<file path="src/rtl/rab_pkg.sv">
// Shared types for the RAB lookup stage: error codes and sequencer states.
package rab_pkg;

  typedef enum logic [1:0] {
    RAB_ERR_MISS  = 2'b00,
    RAB_ERR_PROT  = 2'b01,
    RAB_ERR_MULTI = 2'b10,
    RAB_ERR_WRAP  = 2'b11
  } rab_err_e;

  typedef enum logic [1:0] {
    ST_IDLE,
    ST_LOOKUP,
    ST_FWD,
    ST_ERR
  } rab_lookup_state_e;

  localparam int unsigned MISS_CNT_W = 16;

endpackage

</file>
<file path="src/rtl/rab_burst_range.sv">
// Combinational burst range: last byte address of an AXI burst plus the
// carry out of the virtual address space (wrap).
module rab_burst_range #(
  parameter int unsigned ADDR_WIDTH = 32
) (
  input  logic [ADDR_WIDTH-1:0] i_addr,
  input  logic [7:0]            i_len,
  input  logic [2:0]            i_size,
  output logic [ADDR_WIDTH-1:0] o_max,
  output logic                  o_wrap
);

  logic [8:0]          w_beats;
  logic [ADDR_WIDTH:0] w_span;
  logic [ADDR_WIDTH:0] w_end;

  // span = beats << size, end = start + span - 1, all one bit wider than the address
  always_comb begin
    w_beats = {1'b0, i_len} + 9'd1;
    w_span  = {{(ADDR_WIDTH-8){1'b0}}, w_beats} << i_size;
    w_end   = {1'b0, i_addr} + w_span - (ADDR_WIDTH+1)'(1);
    o_max   = w_end[ADDR_WIDTH-1:0];
    o_wrap  = w_end[ADDR_WIDTH];
  end

endmodule

</file>
<file path="src/rtl/rab_lookup_stage.sv">
// Per-channel request sequencer around the RAB slice array: captures one
// address-channel request, looks it up, then forwards it or reports an error.
module rab_lookup_stage
  import rab_pkg::*;
#(
  parameter int unsigned ADDR_WIDTH_VIRT = 32,
  parameter int unsigned ADDR_WIDTH_PHYS = 40,
  parameter int unsigned N_SLICES        = 16,
  parameter int unsigned ID_WIDTH        = 8
) (
  input  logic                       Clk_CI,
  input  logic                       Rst_RBI,
  input  logic                       in_valid,
  output logic                       in_ready,
  input  logic [ADDR_WIDTH_VIRT-1:0] in_addr,
  input  logic [7:0]                 in_len,
  input  logic [2:0]                 in_size,
  input  logic [ID_WIDTH-1:0]        in_id,
  input  logic                       in_rw,
  output logic                       lookup_rw,
  output logic [ADDR_WIDTH_VIRT-1:0] lookup_addr_min,
  output logic [ADDR_WIDTH_VIRT-1:0] lookup_addr_max,
  input  logic [N_SLICES-1:0]        lookup_hit,
  input  logic [N_SLICES-1:0]        lookup_prot,
  input  logic                       lookup_multi_hit,
  input  logic [ADDR_WIDTH_PHYS-1:0] lookup_out_addr,
  input  logic                       lookup_cache_coherent,
  output logic                       out_valid,
  input  logic                       out_ready,
  output logic [ADDR_WIDTH_PHYS-1:0] out_addr,
  output logic [7:0]                 out_len,
  output logic [2:0]                 out_size,
  output logic [ID_WIDTH-1:0]        out_id,
  output logic                       out_cc,
  output logic                       err_valid,
  input  logic                       err_ready,
  output logic [1:0]                 err_type,
  output logic [ADDR_WIDTH_VIRT-1:0] err_addr,
  output logic [ID_WIDTH-1:0]        err_id,
  output logic                       err_rw,
  output logic [MISS_CNT_W-1:0]      miss_cnt,
  input  logic                       cnt_clr
);

  rab_lookup_state_e r_state, w_state_nxt;

  logic [ADDR_WIDTH_VIRT-1:0] r_addr, r_max;
  logic [7:0]                 r_len;
  logic [2:0]                 r_size;
  logic [ID_WIDTH-1:0]        r_id;
  logic                       r_rw;
  logic [ADDR_WIDTH_PHYS-1:0] r_phys;
  logic                       r_cc;
  rab_err_e                   r_err_type;
  logic [MISS_CNT_W-1:0]      r_miss_cnt, w_miss_cnt_nxt;

  logic [ADDR_WIDTH_VIRT-1:0] w_max;
  logic                       w_wrap;
  logic                       w_accept;
  logic                       w_lookup_ok;
  logic                       w_miss_inc;
  rab_err_e                   w_lookup_err;

  rab_burst_range #(
    .ADDR_WIDTH(ADDR_WIDTH_VIRT)
  ) u_range (
    .i_addr (in_addr),
    .i_len  (in_len),
    .i_size (in_size),
    .o_max  (w_max),
    .o_wrap (w_wrap)
  );

  // Lookup verdict: a single clean hit forwards, otherwise classify by priority
  always_comb begin
    w_accept     = in_valid && (r_state == ST_IDLE);
    w_lookup_ok  = (|lookup_hit) && !lookup_multi_hit;
    w_lookup_err = RAB_ERR_MISS;
    if (lookup_multi_hit)  w_lookup_err = RAB_ERR_MULTI;
    else if (|lookup_prot) w_lookup_err = RAB_ERR_PROT;
    w_miss_inc   = (r_state == ST_LOOKUP) && !w_lookup_ok && (w_lookup_err == RAB_ERR_MISS);
  end

  // FSM state register
  always_ff @(posedge Clk_CI or negedge Rst_RBI) begin
    if (!Rst_RBI) r_state <= ST_IDLE;
    else          r_state <= w_state_nxt;
  end

  // FSM next-state logic
  always_comb begin
    w_state_nxt = r_state;
    unique case (r_state)
      ST_IDLE:   if (w_accept) w_state_nxt = w_wrap ? ST_ERR : ST_LOOKUP;
      ST_LOOKUP: w_state_nxt = w_lookup_ok ? ST_FWD : ST_ERR;
      ST_FWD:    if (out_ready) w_state_nxt = ST_IDLE;
      ST_ERR:    if (err_ready) w_state_nxt = ST_IDLE;
      default:   w_state_nxt = ST_IDLE;
    endcase
  end

  // FSM outputs: handshake strobes decoded from state
  always_comb begin
    in_ready  = 1'b0;
    out_valid = 1'b0;
    err_valid = 1'b0;
    unique case (r_state)
      ST_IDLE: in_ready  = 1'b1;
      ST_FWD:  out_valid = 1'b1;
      ST_ERR:  err_valid = 1'b1;
      default: ;
    endcase
  end

  // Request capture on accept; translation result and error code captured in LOOKUP
  always_ff @(posedge Clk_CI or negedge Rst_RBI) begin
    if (!Rst_RBI) begin
      r_addr     <= '0;
      r_max      <= '0;
      r_len      <= '0;
      r_size     <= '0;
      r_id       <= '0;
      r_rw       <= 1'b0;
      r_phys     <= '0;
      r_cc       <= 1'b0;
      r_err_type <= RAB_ERR_MISS;
    end else begin
      if (w_accept) begin
        r_addr <= in_addr;
        r_max  <= w_max;
        r_len  <= in_len;
        r_size <= in_size;
        r_id   <= in_id;
        r_rw   <= in_rw;
        if (w_wrap) r_err_type <= RAB_ERR_WRAP;
      end
      if (r_state == ST_LOOKUP) begin
        if (w_lookup_ok) begin
          r_phys <= lookup_out_addr;
          r_cc   <= lookup_cache_coherent;
        end else begin
          r_err_type <= w_lookup_err;
        end
      end
    end
  end

  // Saturating miss counter; clear takes precedence over a same-cycle miss
  always_comb begin
    w_miss_cnt_nxt = r_miss_cnt;
    if (cnt_clr)                         w_miss_cnt_nxt = '0;
    else if (w_miss_inc && r_miss_cnt != '1) w_miss_cnt_nxt = r_miss_cnt + 1'b1;
  end

  // Miss counter register
  always_ff @(posedge Clk_CI or negedge Rst_RBI) begin
    if (!Rst_RBI) r_miss_cnt <= '0;
    else          r_miss_cnt <= w_miss_cnt_nxt;
  end

  assign lookup_rw       = r_rw;
  assign lookup_addr_min = r_addr;
  assign lookup_addr_max = r_max;
  assign out_addr        = r_phys;
  assign out_len         = r_len;
  assign out_size        = r_size;
  assign out_id          = r_id;
  assign out_cc          = r_cc;
  assign err_type        = r_err_type;
  assign err_addr        = r_addr;
  assign err_id          = r_id;
  assign err_rw          = r_rw;
  assign miss_cnt        = r_miss_cnt;

endmodule

</file>
<file path="config.mk">
export PLATFORM = sky130hd
export DESIGN_NAME = rab_lookup_stage
export DESIGN_NICKNAME = d
export VERILOG_FILES = /design/src/rtl/rab_pkg.sv /design/src/rtl/rab_burst_range.sv /design/src/rtl/rab_lookup_stage.sv
export SDC_FILE = /design/constraint.sdc
export NUM_CORES = 1
export LEC_CHECK = 0
export BUFFER_PORTS_ARGS = -buffer_cell sky130_fd_sc_hd__buf_2
export CORE_MARGIN = 10
export CORE_UTILIZATION = 43
export CTS_BUF_LIST = sky130_fd_sc_hd__clkbuf_4 sky130_fd_sc_hd__clkbuf_8
export DETAILED_ROUTE_END_ITERATION = 12
export PLACE_DENSITY = 0.71
export SYNTH_ARGS = -nofsm -noshare
export SYNTH_HDL_FRONTEND = slang
export SYNTH_HIERARCHICAL = 1
export SYNTH_SLANG_ARGS = --single-unit
export TNS_END_PERCENT = 20
</file>
<file path="constraint.sdc">
create_clock -name Clk_CI -period 3.7 [get_ports Clk_CI]
set_input_delay 0.925 -clock Clk_CI [delete_from_list [all_inputs] [get_ports Clk_CI]]
set_output_delay 0.925 -clock Clk_CI [all_outputs]
set_load 0.02 [all_outputs]
</file>
==> results_dict.tcl, run 1 <==
set metrics [dict create \
    hold_buffers 0 \
    wl_met1_um 11400 \
    htreeDepth 4 \
    relSlewSlack_pct 47.7 \
    yosysSeqAreaShare_pct 41.0 \
    final.period_utilization_pct 109 \
    antenna_found_initial 0 \
    cts.path.max_buffers 2 \
    hold_ws_ns 0.482 \
    fmax_mhz 248 \
    synth-seq-cells 145 \
    synth_area_um2 8860 \
    async_reset_ff_share_pct 100 \
    worst_pin_slew_ns 0.774 \
    power_density_nw_per_um2 710 \
    row_count 52 \
    wl_met2_um 14000 \
    synth.yosys.warnings 6 \
    dp_hpwl_um 21100 \
    arrival_ns 4.38 \
    rrSetupSlack_ns 1.53 \
    cts_buffers 17 \
    r2r_start "miss_cnt[0]" \
    grt_start_max_net_pins 77 \
    dr_wl_met3_um 1850 \
    postLayoutCoreUtil_pct 59.8 \
    hold_viol 0 \
    start_util_pct 43.8 \
    port-buffer-count 318 \
    path_clk_slew_ns 0.11 \
    top_layer "met4" \
    dp_cells 1452 \
    fin_skew_ns 0.0181 \
    cts-root-buf "clkbuf_8" \
    syn_inst 856 \
    synth_top_area_share_pct 41.0 \
    grt-ovfl-total 0 \
    yosysUniqueCellTypes 73 \
    avgSynthCellArea_um2 10.3 \
    synth_most_common_cell "dfrtp_1" \
    synth-edff-count 0 \
    final_cells 1498 \
    first_iter_violations 451 \
    route.detailed.drc 0 \
    drv_slew 0 \
    via_per_inst 5.21 \
    leakagePower_uw 0.00584 \
    outcome "finished, violations left" \
    antenna_cells 0 \
    area_delta_synth_final_pct 36.6 \
    critPathRequiredTime_ns 4.05 \
    grt_usage_pct 19.7 \
    maxCapViolCount 0 \
    first_pass_iters 5 \
    min_period_ns 4.03 \
    die_w_um 164 \
    crit_path_end_kind "flip-flop" \
    hold_path.class "in -> async" \
    ioPinCount 319 \
    route.vias.total 7807 \
    fin_ws_ns -0.326 \
    syn-num-nets 1038 \
    grt_first_pass_wirelength_um 42300 \
    setup_viol 19 \
    antenna_left 0 \
    rsz0062_at_grt "yes" \
    dpl_worst_slack_ns -0.961 \
    r2r_cells 6 \
    grt_pass1_vias 8063 \
    cts_sinks 145 \
    crit_type "in -> reg" \
    start_kind "input pin" \
    critPathMaxFanout 4 \
    synth_area_leader_cell "dfrtp_1" \
    insertion_delay_ns 0.48 \
    r2r_end "miss_cnt[1]" \
    die_h_um 164 \
    layout-drive-gt1-share_pct 56.2 \
    violations "setup timing" \
    fin_nets 1397 \
    synth_area_leaders "dfrtp_1 (41%), mux2_2 (16%), ha_1 (6.9%)" \
    die_area_um2 26700 \
    fp.coreArea_um2 20200 \
    ir_worst_vdd_v 0.000417 \
    drt_wl_total_um 27700 \
    power_uw 8590 \
    gp_congestion 0.893 \
    cts_tree "built" \
    synthTopCellsByCount "dfrtp_1 (145), mux2_2 (127), inv_1 (74)" \
    wl_per_cell_um 18.5 \
    synth_flop_cell "dfrtp_1" \
]
==> cell usage in the layout (no fill, tap or decap), drive strengths merged, types with 27 or more instances in the layout <==
| cell type | Yosys | layout |
|---|---|---|
| dfrtp | 145 | 145 |
| inv | 74 | 86 |
| a21oi | 59 | 59 |
| mux2 | 127 | 127 |
| nor2 | 46 | 46 |
| ha | 49 | 49 |
| buf | 55 | 411 |
| xnor2 | 27 | 27 |
| o21ai | 34 | 34 |
| nand2 | 49 | 49 |
==> metrics by stage <==
step / TNS [ns] / cell area (um2)
floorplan: -4.86 / 8970
global placement: -18.32 / 11100
detailed placement: -20.42 / 11100
CTS: -1.05 / 11800
global route: -5.67 / 12100
finish: -2.83 / 12100
==> registers in the layout (all words and copies together) (netlist names) <==
| signal | flops |
|---|---|
| miss_cnt | 16 |
| err_addr | 32 |
| out_cc | 1 |
| r_state | 2 |
| err_id | 8 |
| out_addr | 40 |
| err_rw | 1 |
| out_size | 3 |
| out_len | 8 |
| err_type | 2 |
| lookup_addr_max | 32 |
==> area by class of cell <==
class / instances / area, um2
clock inverters: 15 / 154
well taps: 270 / 338
repair buffers: 412 / 2370
inverters: 76 / 293
fillers: 1669 / 8130
flip-flops and latches: 145 / 3630
multi-input cells: 563 / 5080
clock buffers: 17 / 234
==> worst max-delay path, stage by stage <==
cell      delay [ns]
buf_12          0.11
ha_4            0.18
buf_4           0.14
xor2_2          0.14
mux2i_1         0.19
nor2_1          0.10
a21oi_2         0.15
nand2_1         0.09
o21ai_2         0.08
ha_1            0.26
inv_2           0.07
ha_4            0.20
a21oi_2         0.17
o21ai_2         0.13
or4_4           0.54
o211ai_2        0.19
o211ai_2        0.18
a21oi_2         0.18
xnor2_1         0.08
mux2_4          0.25
==> routing by layer <==
metal / vias to the layer above / track usage, %
met4: 0 / 6.34
li1: 3715 / -
met2: 275 / 32.9
met5: - / 0
met3: 44 / 5.66
met1: 3773 / 24.0
==> power breakdown <==
part / switching [uW] / total [uW] / leakage (uW) / internal (uW)
logic: 2690 / 4600 / 0.00389 / 1910
clock network: 757 / 1270 / 0.000200 / 511
registers: 420 / 2720 / 0.00175 / 2300
==> cells by family (layout without fill, tap and decap cells) <==
family	after synthesis	after routing	synth area share [%]
buffers and inverters	148	520	8.24
AOI/OAI and AO/OA	153	153	11.3
xor gates and xnor gates	39	39	3.86
muxes	133	133	16.8
DFF	145	145	41.0
and+or+nand+nor	188	188	11.7
adders and majority gates	50	50	7.15
==> worst max path at each step <==
stage	start	endpoint	slack, ns
CTS	in_len[0]	err_type[0]	-0.16
detailed placement	in_len[0]	err_type[0]	-0.96
floorplan	in_size[0]	err_type[0]	-0.38
finish	in_len[0]	lookup_addr_max[26]	-0.33
global placement	in_len[0]	lookup_addr_max[31]	-0.85
global route	in_len[0]	lookup_addr_max[26]	-0.47
==> timing repair <==
| item | in CTS | in global routing |
|---|---|---|
| buffers inserted | 10 | 5 |
| cloned | 0 | 0 |
| endpoints found under the setup margin | 25 | 26 |
| gates resized for setup | 67 | 48 |
| pin swaps | 42 | 28 |
(Power assumes the default switching activity.)
==> run 2: changes to the inputs <==
- CTS_BUF_LIST: sky130_fd_sc_hd__clkbuf_4 sky130_fd_sc_hd__clkbuf_8 -> sky130_fd_sc_hd__clkbuf_8
- RECOVER_POWER: default -> 100
==> run 2 against run 1 <==
The run ends with capacitance limit, slew limit, setup timing left. Critical path type unchanged. Clock skew about the same. Non-clock buffer count unchanged. Critical endpoint unchanged. Routed wire length about the same. Setup slack worse by 0.0023 ns. Sequential share of layout area up 0.078 points. First-iteration DRC count down 2.2%. Final cell count unchanged. Via count down 0.29%. Global-route usage unchanged.
==> results_dict.tcl, run 2 (same netlist as run 1, synthesis figures left out) <==
set metrics [dict create \
    outcome "finished, violations left" \
    violations "capacitance limit, slew limit, setup timing" \
    seq_area_um2 3630 \
    placed_cell_area_um2 11100 \
    wl_per_cell_um 18.5 \
    leakagePower_uw 0.00582 \
    rsz0062_at_grt "yes" \
    fp.coreArea_um2 20200 \
    start_util_pct 43.8 \
    die_area_um2 26700 \
    grt-ovfl-total 0 \
    antenna_cells 0 \
    row_count 52 \
    antenna_found_initial 0 \
    hold_ws_ns 0.507 \
    power_density_nw_per_um2 711 \
    route.vias.total 7784 \
    fill_cells 1674 \
    die_w_um 164 \
    grt_usage_pct 19.7 \
    drt_wl_total_um 27700 \
    setup_viol 19 \
    worst_pin_slew_ns 1.90 \
    arrival_ns 4.38 \
    cts-root-buf "clkbuf_8" \
    fin_nets 1397 \
    antenna_left 0 \
    use_met1_pct 24.0 \
    busiest_layer "met2" \
    final.period_utilization_pct 109 \
    path_clk_slew_ns 0.09 \
    largest_reg_flops 40 \
    maxCapViolCount 1 \
    drv_slew 77 \
    critPathRequiredTime_ns 4.05 \
    use_met2_pct 32.9 \
    crit_type "in -> reg" \
    hold_viol 0 \
    route.detailed.drc 0 \
    first_iter_violations 441 \
    cts.path.max_buffers 2 \
    dpl_worst_slack_ns -0.961 \
    fmax_mhz 248 \
    fin_area_um2 12100 \
    grt_start_max_net_pins 77 \
    area_delta_synth_final_pct 36.3 \
    insertion_delay_ns 0.48 \
    dp_hpwl_um 21100 \
    relSlewSlack_pct -26.9 \
    min_period_ns 4.03 \
    gp_congestion 0.893 \
    final_cell_mix "buf_2 (311), dfrtp_1 (145), mux2_2 (125)" \
    cts_buffers 17 \
    port-buffer-count 318 \
    crit_path_end_kind "flip-flop" \
    final_cells 1498 \
    start_kind "input pin" \
    die_h_um 164 \
    htreeDepth 4 \
    layout-drive-gt1-share_pct 56.0 \
    multi_input_area_um2 5070 \
    critPathMaxFanout 4 \
    final_common_cell "buf_2" \
    hold_path.class "reg -> reg" \
    dp_cells 1452 \
    fin_ws_ns -0.328 \
    via_per_inst 5.20 \
    cts_tree "built" \
    use_met3_pct 5.66 \
    cts_sinks 145 \
    grt_pass1_vias 8063 \
    first_pass_iters 4 \
    ioPinCount 319 \
    grt_first_pass_wirelength_um 42300 \
    ir_worst_vdd_v 0.000417 \
    power_uw 8590 \
    fin_skew_ns 0.0184 \
]
-- run 2: cell types whose count changed in the layout (fill, tap and decap cells not counted), sizes merged --
cell and change:
clkbuf +3, buf -3
-- run 2: what timing repair did --
action | in CTS | in global routing
buffers inserted | 10 | 5
hold buffers | 0 | 0
resized for setup | 67 | 48
pin swaps | 42 | 28
setup endpoints to repair | 25 | 26
-- run 2: path summary, 6_finish.rpt --
path	start	end	slack, ns	cells after the start
max	in_len[0]	lookup_addr_max[26]	-0.33	20
min	out_addr[1]	out_addr[1]	0.51	1
max reg2reg	miss_cnt[0]	miss_cnt[1]	1.53	6
min reg2reg	out_addr[1]	out_addr[1]	0.51	1
max in group asynchronous	Rst_RBI	out_addr[24]	0.61	2
min in group asynchronous	Rst_RBI	miss_cnt[14]	0.97	1
-- run 2: critical path, cell delays in order --
cell      delay (ns)
buf_12          0.11
ha_4            0.18
buf_4           0.14
xor2_2          0.14
mux2i_1         0.20
nor2_1          0.11
a21oi_2         0.15
nand2_1         0.09
o21ai_2         0.08
ha_1            0.26
inv_2           0.07
ha_4            0.20
a21oi_2         0.17
o21ai_2         0.12
or4_4           0.54
o211ai_2        0.19
o211ai_2        0.18
a21oi_2         0.18
xnor2_1         0.08
mux2_4          0.25
-- run 2: where the power goes --
group          total, uW  internal (uW)  leakage [uW]  switching (uW)
sequential          2720           2300       0.00175             421
clock               1270            511      0.000200             760
combinational       4590           1900       0.00387            2690
-- run 2: area by class of cell --
cell class                      instances  share of cell area, %
Sequential cell                       145                   30.1
Inverter                               76                   2.43
Clock buffer                           17                   1.94
Multi-Input combinational cell        563                   42.0
Tap cell                              270                   2.80
Clock inverter                         15                   1.27
Timing Repair Buffer                  412                   19.5
-- run 2: layer usage --
| layer | vias to the layer above | part of all wire (%) |
|---|---|---|
| li1 | 3711 | - |
| met1 | 3769 | 41 |
| met2 | 264 | 51 |
| met3 | 40 | 6.6 |
| met4 | 0 | 1.6 |
| met5 | - | 0 |
-- run 2: per-stage QoR --
stage | TNS [ns] | utilization, %
finish | -2.82 | 59.7
global route | -5.67 | 59.7
CTS | -1.05 | 58.6
detailed placement | -20.42 | 54.7
global placement | -18.32 | 54.7
floorplan | -4.86 | -
